==> src/rtl/patch_pkg.sv <==
// Shared types and constants for the address-patch lookup table.
// The entry field widths set the upper bound for the AW/DW parameters of patch_table.
package patch_pkg;

  localparam int ENTRY_AW  = 32;
  localparam int ENTRY_DW  = 32;
  localparam int ENTRY_CW  = (ENTRY_AW > ENTRY_DW) ? ENTRY_AW : ENTRY_DW;
  localparam int HIT_CNT_W = 16;

  localparam logic [1:0] OFS_CTRL = 2'd0;
  localparam logic [1:0] OFS_ADDR = 2'd1;
  localparam logic [1:0] OFS_DATA = 2'd2;
  localparam logic [1:0] OFS_HITS = 2'd3;

  // The data field is config-width because its low AW bits also serve as the patch address.
  typedef struct packed {
    logic                valid;
    logic [ENTRY_AW-1:0] addr;
    logic [ENTRY_CW-1:0] data;
  } patch_entry_t;

  function automatic int max_w(input int a, input int b);
    return (a > b) ? a : b;
  endfunction

endpackage

==> src/rtl/patch_table_if.sv <==
// Config slave and lookup/result handshake bundle for patch_table.
// Signal suffixes are from the patch_table side: _i is driven into it, _o is driven by it.
interface patch_table_if #(
  parameter int AW        = 32,
  parameter int DW        = 32,
  parameter int N_ENTRIES = 8
);
  localparam int CW = patch_pkg::max_w(AW, DW);
  localparam int IW = $clog2(N_ENTRIES);

  logic          cfg_cyc_i;
  logic          cfg_stb_i;
  logic          cfg_we_i;
  logic [IW+1:0] cfg_adr_i;
  logic [CW-1:0] cfg_dat_i;
  logic [CW-1:0] cfg_dat_o;
  logic          cfg_ack_o;

  logic          lk_valid_i;
  logic [AW-1:0] lk_addr_i;
  logic          lk_ready_o;

  logic          pm_valid_o;
  logic          pm_ready_i;
  logic          pm_match_o;
  logic [AW-1:0] pm_addr_o;
  logic [DW-1:0] pm_data_o;

  modport slave (
    input  cfg_cyc_i, cfg_stb_i, cfg_we_i, cfg_adr_i, cfg_dat_i,
    output cfg_dat_o, cfg_ack_o,
    input  lk_valid_i, lk_addr_i,
    output lk_ready_o,
    output pm_valid_o, pm_match_o, pm_addr_o, pm_data_o,
    input  pm_ready_i
  );

  modport master (
    output cfg_cyc_i, cfg_stb_i, cfg_we_i, cfg_adr_i, cfg_dat_i,
    input  cfg_dat_o, cfg_ack_o,
    output lk_valid_i, lk_addr_i,
    input  lk_ready_o,
    input  pm_valid_o, pm_match_o, pm_addr_o, pm_data_o,
    output pm_ready_i
  );

endinterface

==> src/rtl/patch_prio_enc.sv <==
// Combinational priority encoder: N-bit hit vector to {any, index}, lowest index wins.
module patch_prio_enc #(
  parameter  int N  = 8,
  localparam int IW = $clog2(N)
) (
  input  logic [N-1:0]  hit_i,
  output logic          any_o,
  output logic [IW-1:0] idx_o
);

  // Scanning downward lets the lowest set bit be the last (winning) assignment.
  always_comb begin
    any_o = |hit_i;
    idx_o = '0;
    for (int i = N - 1; i >= 0; i--) begin
      if (hit_i[i]) idx_o = IW'(i);
    end
  end

endmodule

==> src/rtl/patch_table.sv <==
// Programmable address-patch lookup table with a single-beat config slave and a 1-stage result register.
// Optional per-entry saturating hit counters are enabled by defining PATCH_HIT_COUNT_EN.
module patch_table
  import patch_pkg::*;
#(
  parameter int AW        = ENTRY_AW,
  parameter int DW        = ENTRY_DW,
  parameter int N_ENTRIES = 8
) (
  input  logic        clk_i,
  input  logic        rst_i,
  patch_table_if.slave bus
);

  localparam int CW = max_w(AW, DW);
  localparam int IW = $clog2(N_ENTRIES);

  patch_entry_t entry_q [N_ENTRIES];
  patch_entry_t entry_d [N_ENTRIES];

  logic [N_ENTRIES-1:0] hit_vec;
  logic                 hit_any;
  logic [IW-1:0]        hit_idx;

  logic          lk_ready;
  logic          lk_accept;
  logic          pm_valid_q, pm_valid_d;
  logic          pm_match_q, pm_match_d;
  logic [AW-1:0] pm_addr_q,  pm_addr_d;
  logic [DW-1:0] pm_data_q,  pm_data_d;

  logic          cfg_req;
  logic          cfg_wr;
  logic [IW-1:0] cfg_idx;
  logic [1:0]    cfg_ofs;
  logic [CW-1:0] rd_data;
  logic          ack_q, ack_d;
  logic [CW-1:0] cfg_dat_q, cfg_dat_d;

  // A request is only taken while no ack is outstanding, giving at most one ack per two cycles.
  assign cfg_idx = bus.cfg_adr_i[IW+1:2];
  assign cfg_ofs = bus.cfg_adr_i[1:0];
  assign cfg_req = bus.cfg_cyc_i & bus.cfg_stb_i & ~ack_q;
  assign cfg_wr  = cfg_req & bus.cfg_we_i;

  assign lk_ready  = ~pm_valid_q | bus.pm_ready_i;
  assign lk_accept = bus.lk_valid_i & lk_ready;

  // Matching reads the registered table, so a same-cycle config write is seen only by later lookups.
  always_comb begin
    for (int i = 0; i < N_ENTRIES; i++) begin
      hit_vec[i] = entry_q[i].valid && (entry_q[i].addr == ENTRY_AW'(bus.lk_addr_i));
    end
  end

  patch_prio_enc #(.N(N_ENTRIES)) u_prio_enc (
    .hit_i (hit_vec),
    .any_o (hit_any),
    .idx_o (hit_idx)
  );

`ifdef PATCH_HIT_COUNT_EN
  logic [HIT_CNT_W-1:0] hits_q [N_ENTRIES];
  logic [HIT_CNT_W-1:0] hits_d [N_ENTRIES];

  // A clear from the config port takes priority over a same-cycle count.
  always_comb begin
    for (int i = 0; i < N_ENTRIES; i++) begin
      hits_d[i] = hits_q[i];
      if (cfg_wr && (cfg_ofs == OFS_HITS) && (cfg_idx == IW'(i))) begin
        hits_d[i] = '0;
      end else if (lk_accept && hit_any && (hit_idx == IW'(i)) && (hits_q[i] != '1)) begin
        hits_d[i] = hits_q[i] + HIT_CNT_W'(1);
      end
    end
  end

  always_ff @(posedge clk_i) begin
    if (rst_i) begin
      for (int i = 0; i < N_ENTRIES; i++) hits_q[i] <= '0;
    end else begin
      hits_q <= hits_d;
    end
  end
`endif

  // NOTE: every combinational output gets a default first so no path infers a latch.
  always_comb begin
    for (int i = 0; i < N_ENTRIES; i++) entry_d[i] = entry_q[i];
    if (cfg_wr) begin
      case (cfg_ofs)
        OFS_CTRL: entry_d[cfg_idx].valid = bus.cfg_dat_i[0];
        OFS_ADDR: entry_d[cfg_idx].addr  = ENTRY_AW'(bus.cfg_dat_i[AW-1:0]);
        OFS_DATA: entry_d[cfg_idx].data  = ENTRY_CW'(bus.cfg_dat_i);
        default:  ;
      endcase
    end
  end

  always_comb begin
    rd_data = '0;
    case (cfg_ofs)
      OFS_CTRL: rd_data[0] = entry_q[cfg_idx].valid;
      OFS_ADDR: rd_data    = CW'(entry_q[cfg_idx].addr);
      OFS_DATA: rd_data    = CW'(entry_q[cfg_idx].data);
`ifdef PATCH_HIT_COUNT_EN
      OFS_HITS: rd_data    = CW'(hits_q[cfg_idx]);
`endif
      default:  ;
    endcase
    ack_d     = cfg_req;
    cfg_dat_d = (cfg_req && !bus.cfg_we_i) ? rd_data : '0;
  end

  // The result register advances whenever it is empty or being drained; otherwise it holds.
  always_comb begin
    pm_valid_d = pm_valid_q;
    pm_match_d = pm_match_q;
    pm_addr_d  = pm_addr_q;
    pm_data_d  = pm_data_q;
    if (lk_ready) begin
      pm_valid_d = bus.lk_valid_i;
      if (bus.lk_valid_i) begin
        pm_match_d = hit_any;
        pm_addr_d  = hit_any ? entry_q[hit_idx].data[AW-1:0] : bus.lk_addr_i;
        pm_data_d  = hit_any ? entry_q[hit_idx].data[DW-1:0] : '0;
      end
    end
  end

  // NOTE: the table is flop-based and reset explicitly, since entries must come up invalid.
  always_ff @(posedge clk_i) begin
    if (rst_i) begin
      for (int i = 0; i < N_ENTRIES; i++) entry_q[i] <= '0;
      ack_q      <= 1'b0;
      cfg_dat_q  <= '0;
      pm_valid_q <= 1'b0;
      pm_match_q <= 1'b0;
      pm_addr_q  <= '0;
      pm_data_q  <= '0;
    end else begin
      // NOTE: non-blocking assignments so every flop samples the pre-edge state.
      entry_q    <= entry_d;
      ack_q      <= ack_d;
      cfg_dat_q  <= cfg_dat_d;
      pm_valid_q <= pm_valid_d;
      pm_match_q <= pm_match_d;
      pm_addr_q  <= pm_addr_d;
      pm_data_q  <= pm_data_d;
    end
  end

  assign bus.lk_ready_o = lk_ready;
  assign bus.pm_valid_o = pm_valid_q;
  assign bus.pm_match_o = pm_match_q;
  assign bus.pm_addr_o  = pm_addr_q;
  assign bus.pm_data_o  = pm_data_q;
  assign bus.cfg_ack_o  = ack_q;
  assign bus.cfg_dat_o  = cfg_dat_q;

endmodule
==> src/flat_wrapper.sv <==
// flat-port wrapper written by rule: the top's interface ports become plain ports
module patch_table_flat import patch_pkg::*;
#(
  parameter int AW        = ENTRY_AW,
  parameter int DW        = ENTRY_DW,
  parameter int N_ENTRIES = 8
)
  (clk_i, rst_i, bus_cfg_cyc_i, bus_cfg_stb_i, bus_cfg_we_i, bus_cfg_adr_i, bus_cfg_dat_i, bus_cfg_dat_o, bus_cfg_ack_o, bus_lk_valid_i, bus_lk_addr_i, bus_lk_ready_o, bus_pm_valid_o, bus_pm_match_o, bus_pm_addr_o, bus_pm_data_o, bus_pm_ready_i);
  patch_table_if #(.AW(AW), .DW(DW), .N_ENTRIES(N_ENTRIES)) bus_i ();
  input  logic clk_i;
  input  logic rst_i;
  input wire logic [$bits(bus_i.cfg_cyc_i)-1:0] bus_cfg_cyc_i;
  input wire logic [$bits(bus_i.cfg_stb_i)-1:0] bus_cfg_stb_i;
  input wire logic [$bits(bus_i.cfg_we_i)-1:0] bus_cfg_we_i;
  input wire logic [$bits(bus_i.cfg_adr_i)-1:0] bus_cfg_adr_i;
  input wire logic [$bits(bus_i.cfg_dat_i)-1:0] bus_cfg_dat_i;
  output wire logic [$bits(bus_i.cfg_dat_o)-1:0] bus_cfg_dat_o;
  output wire logic [$bits(bus_i.cfg_ack_o)-1:0] bus_cfg_ack_o;
  input wire logic [$bits(bus_i.lk_valid_i)-1:0] bus_lk_valid_i;
  input wire logic [$bits(bus_i.lk_addr_i)-1:0] bus_lk_addr_i;
  output wire logic [$bits(bus_i.lk_ready_o)-1:0] bus_lk_ready_o;
  output wire logic [$bits(bus_i.pm_valid_o)-1:0] bus_pm_valid_o;
  output wire logic [$bits(bus_i.pm_match_o)-1:0] bus_pm_match_o;
  output wire logic [$bits(bus_i.pm_addr_o)-1:0] bus_pm_addr_o;
  output wire logic [$bits(bus_i.pm_data_o)-1:0] bus_pm_data_o;
  input wire logic [$bits(bus_i.pm_ready_i)-1:0] bus_pm_ready_i;
  assign bus_i.cfg_cyc_i = bus_cfg_cyc_i;
  assign bus_i.cfg_stb_i = bus_cfg_stb_i;
  assign bus_i.cfg_we_i = bus_cfg_we_i;
  assign bus_i.cfg_adr_i = bus_cfg_adr_i;
  assign bus_i.cfg_dat_i = bus_cfg_dat_i;
  assign bus_cfg_dat_o = bus_i.cfg_dat_o;
  assign bus_cfg_ack_o = bus_i.cfg_ack_o;
  assign bus_i.lk_valid_i = bus_lk_valid_i;
  assign bus_i.lk_addr_i = bus_lk_addr_i;
  assign bus_lk_ready_o = bus_i.lk_ready_o;
  assign bus_pm_valid_o = bus_i.pm_valid_o;
  assign bus_pm_match_o = bus_i.pm_match_o;
  assign bus_pm_addr_o = bus_i.pm_addr_o;
  assign bus_pm_data_o = bus_i.pm_data_o;
  assign bus_i.pm_ready_i = bus_pm_ready_i;
  patch_table #(.AW(AW), .DW(DW), .N_ENTRIES(N_ENTRIES)) u_core (.clk_i(clk_i), .rst_i(rst_i), .bus(bus_i));
endmodule
==> config.mk <==
export PLATFORM = sky130hd
export DESIGN_NAME = patch_table_flat
export DESIGN_NICKNAME = d
export VERILOG_FILES = /design/src/rtl/patch_pkg.sv /design/src/rtl/patch_table_if.sv /design/src/rtl/patch_prio_enc.sv /design/src/rtl/patch_table.sv /design/src/flat_wrapper.sv
export SDC_FILE = /design/constraint.sdc
export NUM_CORES = 2
export LEC_CHECK = 0
export ABC_AREA = 0
export ABC_CLOCK_PERIOD_IN_PS = 4100
export CAP_MARGIN = 20
export CORE_ASPECT_RATIO = 1.75
export CORE_MARGIN = 4
export CORE_UTILIZATION = 56
export CTS_BUF_LIST = sky130_fd_sc_hd__clkbuf_2
export DETAILED_ROUTE_END_ITERATION = 8
export PLACE_DENSITY = 0.8
export SETUP_SLACK_MARGIN = 0.02
export SYNTH_ARGS = -nofsm -noshare
export SYNTH_HDL_FRONTEND = slang
export SYNTH_HIERARCHICAL = 1
export SYNTH_SLANG_ARGS = --single-unit
==> constraint.sdc <==
create_clock -name clk_i -period 4.1 [get_ports clk_i]
set_clock_uncertainty 0.05 [all_clocks]
set_input_delay 0.82 -clock clk_i [delete_from_list [all_inputs] [get_ports clk_i]]
set_output_delay 0.82 -clock clk_i [all_outputs]
set_load 0.02 [all_outputs]
# --- Yosys cells after proc, flatten, opt, wreduce, memory -nomap -nowiden ---
# Cells that the tools add are included.
word_totals:
  inputBits: 76
  regBits: 619
  word_cells: 97
  out_inout_bits: 100
op_classes:
  n_bitwise: 9
  n_reduce_logical: 17
  eq_ne: 10
  muxes: 28
  magnitude_cmp: 3
op_table:
  columns: ["op", "count"]
  rows:
  - ["$bwmux 520", 3]
  - ["$pmux 520 s3", 1]
  - ["$demux 65 s3", 3]
  - ["$bmux 65 s3", 2]
  - ["$eq 32x32->1", 8]
  - ["$mux 65", 3]
  - ["$mux 32", 5]
  - ["$mux 64", 1]
  - ["$pmux 31 s2", 1]
  - ["$mux 3", 8]
  - ["$logic_and 1x1->1", 10]
  - ["$ge 4x4->1 const B", 2]
  - ["$not 3->4", 2]
  - ["$reduce_or 8->1", 1]
  - ["$lt 4x1->1 const B", 1]
  - ["$reduce_and 2->1", 2]
  - ["$and 1x1->1", 3]
  - ["$not 1->1", 3]
  - ["$pmux 1 s3", 1]
  - ["$reduce_bool 3->1", 1]
  - ["$eq 2x1->1 const B", 1]
  - ["$eq 2x2->1 const B", 1]
  - ["$logic_not 2->1", 1]
  - ["$reduce_or 2->1", 1]
  - ["other kinds (2)", 2]

# --- Depth between registers and ports, before layout ---
logic_depth:
  word_depth: 15
  mapped_depth: 16
  depth_no_buf: 12

# --- Modules after synthesis ---
# The synthesis kept the hierarchy.
by_module_without_submodules:
  columns: ["mod", "area_per_inst_um2", "seq_area_each_um2", "n_inst", "cells_each"]
  rows:
  - ["patch_table", 28773.8, 12391.9, 1, 2649]
  - ["patch_prio_enc", 81.3, 0.0, 1, 13]

# --- Worst setup path before layout ---
# No wires, ideal clock.
synth_path:
  path_type: "input -> register"
  start: "input bus_lk_addr_i[18]"
  end: "register u_core.pm_addr_q[15] (netlist: u_core/bus.pm_addr_o[15])"
  arrival_ns: 3.924
  setup_slack_ns: -0.002
  stages: 15
  n_path_buf: 4
  required_ns: 3.923
  setup_time_ns: 0.127
  path_cell_list: "clkbuf_1 > xnor2_1 > nand4_1 > nor4_1 > nand4_1 > nor4_1 > a21oi_1 > o41ai_1 > buf_4 > buf_6 > buf_6 > mux4_2 > nand2_1 > a21oi_1 > o21bai_1"
synth_between:
  word_cells_on_any_way: 30
  cone_classes: "8 x eq/ne; 12 x mux; 1 x bitwise; 9 x reduce/logical"
synth_rtl:
  columns: ["element", "line_no", "source"]
  rows:
  - ["start, declared", "flat_wrapper.sv:20", "input wire logic [$bits(bus_i.lk_addr_i)-1:0] bus_lk_addr_i;"]
  - ["$eq 32x32->1", "patch_table.sv:52", "hit_vec[i] = entry_q[i].valid && (entry_q[i].addr == ENTRY_AW'(bus.lk_addr_i));"]
  - ["$logic_and 1x1->1", "patch_table.sv:52", null]
  - ["via u_core.hit_vec[5]", "patch_table.sv:21", "logic [N_ENTRIES-1:0] hit_vec;"]
  - ["$mux 3 (6 in series)", "patch_prio_enc.sv:16", "if (hit_i[i]) idx_o = IW'(i);"]
  - ["via u_core.hit_idx[0]", "patch_table.sv:23", "logic [IW-1:0] hit_idx;"]
  - ["$not 3->4 (not written as such)", "patch_table.sv:125", "pm_addr_d = hit_any ? entry_q[hit_idx].data[AW-1:0] : bus.lk_addr_i;"]
  - ["$bmux 65 s3", "patch_table.sv:125", null]
  - ["$mux 32 (not written as such) (2 in series)", "patch_table.sv:125", null]
  - ["$mux 32", "patch_table.sv:125", null]
  - ["end signal, assigned", "patch_table.sv:148", "pm_addr_q <= pm_addr_d;"]
  - ["end, declared", "patch_table.sv:29", "logic [AW-1:0] pm_addr_q, pm_addr_d;"]
# The timed path passes the listed nets, and every way through them passes these cells. The select of a mux whose other input is x is not followed.
# A chain may end at the register's enable or synchronous reset.

==> impl_summary.log <==
[metrics] final hold violation count: 0
[metrics] arrival time of the worst setup path: 4.97 ns
[metrics] remaining number of nets flagged by the antenna check after routing: 0
[metrics] required time worst endpoint: 5.11 ns
[metrics] top cells by area in the synthesized netlist: dfxtp_1 (43%), a22o_1 (16%), mux4_2 (7.9%)
[metrics] Hold/Removal Path Class: in -> reg
[metrics] synthesized-area fraction occupied by ao, oa, aoi and oai cells: 0.242
[metrics] slew at the pin with the worst max-slew slack: 1.22 ns
[metrics] kind of start point of the critical path: flop
[metrics] drt via density: 7.22
[metrics] average detailed-routed wire length per instance: 34.4 um
[metrics] number of core rows: 109
[metrics] core footprint: 0.0507 mm^2
[metrics] Max Cap Viol: 0
[metrics] Initial Util: 0.569
[metrics] number of standard cells after synthesis: 2662
[metrics] Placed Area: 0.0327 mm^2
[metrics] crit path time final: 3.96 ns
[metrics] worst path buffer plus inverter count: 4
[metrics] # IOs: 176
[metrics] first-pass iteration count of the detailed router: 6
[metrics] full die area: 0.0554 mm^2
[metrics] proportion of synthesized chip area in sequential cells: 0.429
[metrics] Synth area leader: dfxtp_1
[metrics] Hold Path Origin: bus_lk_valid_i
[metrics] Layout Cell Area excl Fill: 0.0341 mm^2
[metrics] Global Route Usage Sum: 0.452
[metrics] synthesized area per cell: 10.8 um^2
[metrics] via count of the routed design: 27.1k
[metrics] achievable clock frequency: 252 MHz
[metrics] Yosys top cell area share: 0.429
[metrics] Final WS setup: 0.137 ns
[metrics] net count reported at finish: 3061
[metrics] number of failing setup endpoints in the final timing report: 0
[metrics] largest fanout on the critical path: 19
[metrics] Largest stage delay, worst path: 0.49 ns
[metrics] Clk pin slew, worst setup/hold paths: 0.11 ns
[metrics] CP Cell Sequence: xnor2_1 -> nand4_1 -> nor4_2 -> nand4_1 -> nor4_1 -> buf_4 -> a21oi_1 -> o41ai_2 -> buf_4 -> buf_12 -> buf_12 -> mux4_2 -> nand2_1 -> a21o_1 -> o21ai_0
[metrics] Port Buf Inserts: 175
[metrics] family with the most delay on the worst path: simple AND/OR/NAND/NOR gates
[metrics] post-synthesis share of cell area spent on full adders, half adders and majority gates: 0.00173
[metrics] Pleak: 12.9 nW
[metrics] post-synthesis share of cell area spent on xor and xnor gates: 0.0777
[metrics] result of the run: completed
[metrics] fraction of the cycle the final worst path needs: 0.967
[metrics] wirelength, routed: 129000 um
[metrics] first-pass GRT wire length: 186000 um
[metrics] unique cell type count in the Yosys netlist: 62
[metrics] horizontal die dimension: 180 um
[metrics] number of global-route vias before repair: 27.3k
[metrics] path type of the worst setup path: reg -> reg
[metrics] synthesized cell area: 0.0289 mm^2
[metrics] Syn Nets: 2742
[metrics] largest net degree at the start of global routing: 63
[metrics] total clock buffers created by CTS: 142
[metrics] Relative slew margins: 0.185
[metrics] half-perimeter wire length after detailed placement: 87700 um
[metrics] Worst VDD drop: 0.235 mV
[metrics] final max-slew violation count: 0
[metrics] pre-CTS setup slack: -1.18 ns
[metrics] share of the core filled with cells: 0.673
[metrics] largest family of logic cells by synthesized area: compound AO/OA/AOI/OAI gates
[metrics] Die Span Y: 308 um
[metrics] area growth from synthesis to layout: 18.3%
[metrics] hold_ws: 0.318 ns
[metrics] cell type of the slowest stage on the worst timing path: mux4_2
[metrics] simple-gate area share of the yosys netlist: 0.0741
[metrics] initial antenna violation count: 6
[metrics] Clk Tree Root Cell: clkbuf_2
[metrics] number of H-tree branching levels: 4
[metrics] unrepaired setup endpoints after global routing: no
[metrics] clock latency at the later pin of the worst-skew pair: 1.20 ns
[metrics] PD cells: 342 mW/mm^2
[metrics] remaining routing DRC violations: 0
[metrics] multiplexer share of the synthesized area: 0.123
[metrics] final global-route overflow total: 0
[metrics] most used flip-flop cell after synthesis: dfxtp_1
[metrics] clock tree buffer depth: 3
[metrics] Sink Count: 619
[metrics] clock tree from TritonCTS: yes
[metrics] async set or reset register ratio after synthesis: 0
[metrics] count of synthesis-stage warnings from yosys: 6
[metrics] Routability Congestion: 1.10
[metrics] share of layout cells above drive strength 1: 0.251
[metrics] EDFF count, synth: 0
[metrics] accumulated negative setup slack: 0 ns
[metrics] drt initial violations: 3555
[metrics] count of state elements after synthesis: 619
[metrics] endpoint class of the critical path: flop
## through the flow
stage | total power, mW | instances
floorplan | 6.81 | 2662
global placement | 7.48 | 3496
detailed placement | 7.49 | 3498
CTS | 11.6 | 3741
global route | 12.0 | 3746
finish | 11.7 | 3749
## layout make-up
cell class	count	area, um^2
clock inverters	38	319
flip-flops and latches	619	12400
diodes	4	10.0
fillers	3988	16600
multi-input cells	1728	15100
clock buffers	204	1020
inverters	6	22.5
repair buffers	484	4450
well taps	666	833
## path summary, 6_finish.rpt
path	end	slack (ns)	cells after the start
max reg2reg	u_core/bus.pm_addr_o[1]	0.14	15
min reg2reg	u_core/bus.pm_data_o[2]	0.40	2
max	u_core/bus.pm_addr_o[1]	0.14	15
min	u_core/bus.pm_valid_o	0.32	3
## Yosys cell counts, types with 4 or more instances
library cell,number
o22ai_1,41
inv_1,5
clkbuf_1,94
o22a_1,4
mux4_2,101
o21ai_0,24
a22o_1,522
dfxtp_1,619
nand3_1,15
a21oi_1,99
o21ai_1,7
a21o_1,32
nor2b_1,37
and3b_1,4
buf_6,11
buf_2,152
o21bai_1,20
xor2_1,32
buf_4,16
and3_1,4
ha_1,4
mux2i_1,40
a221oi_1,50
and2_1,5
a221o_1,7
xnor2_1,224
a22oi_1,58
mux2_1,5
nand2_1,78
nand4_1,57
nor2_2,19
nor2_1,44
mux2_2,72
buf_1,36
nand2b_1,35
nor4_1,24
nor3b_1,32
## logic make-up after synthesis
logic type,after synthesis
AND/OR/NAND/NOR,372
buffers and inverters,315
multiplexers,218
adder cells (fa/ha/maj),4
AO/OA/AOI/OAI,878
flip-flops,619
XOR/XNOR,256
## worst register-to-register path: cells and delay by family (launching register included)
kind	cells	cell delay, ns
AND/OR/NAND/NOR	5	1.16
buffers and inverters	4	0.74
XOR/XNOR	1	0.37
multiplexers	1	0.49
AO/OA/AOI/OAI	4	0.69
flip-flops	1	0.35
## report_power, final
| group | switching [mW] | internal (mW) | leakage (nW) |
|---|---|---|---|
| combinational | 0.925 | 0.462 | 6.93 |
| clock | 2.54 | 1.70 | 1.01 |
| sequential | 0.0205 | 6.03 | 4.99 |
## per-layer routing
layer / global-route usage / wire, um / up-vias
li1: - / - / 10800
met1: 0.485 / 40100 / 12900
met2: 0.713 / 57100 / 2480
met3: 0.131 / 15700 / 890
met4: 0.421 / 16000 / 4
met5: 0 / 24 / -
## layout by cell type, fill, tap and decap left out, types with 6 or more instances in the layout
| cell type | n |
|---|---|
| clkdlybuf4s50_1 | 171 |
| nor2b_1 | 32 |
| bufinv_16 | 6 |
| a21oi_1 | 98 |
| dfxtp_1 | 619 |
| mux2i_1 | 40 |
| xor2_1 | 32 |
| nand4_1 | 57 |
| o21bai_1 | 20 |
| xnor2_1 | 222 |
| nand2b_1 | 35 |
| nor2_2 | 36 |
| a221oi_1 | 50 |
| nand3_1 | 15 |
| o22ai_1 | 41 |
| nor2_1 | 27 |
| a221o_1 | 7 |
| buf_4 | 278 |
| buf_12 | 29 |
| a22o_1 | 522 |
| nor4_1 | 21 |
| o21ai_0 | 24 |
| nor3b_1 | 32 |
| a21o_1 | 32 |
| clkinv_2 | 8 |
| mux2_2 | 72 |
| clkbuf_2 | 204 |
| o21ai_1 | 7 |
| a22oi_1 | 58 |
| mux4_2 | 101 |
| clkinv_1 | 20 |
| nand2_1 | 77 |
## what timing repair did
item | in CTS | in global routing
buffers inserted | 0 | 1
endpoints found under the setup margin | 42 | 53
pin swaps | 0 | 3
gates cloned | 0 | 0
gates resized for setup | 1 | 5
hold buffers | 1 | 0
endpoints found under the hold margin | 7 | 0
Note: power is estimated with default switching activity, not from simulation.
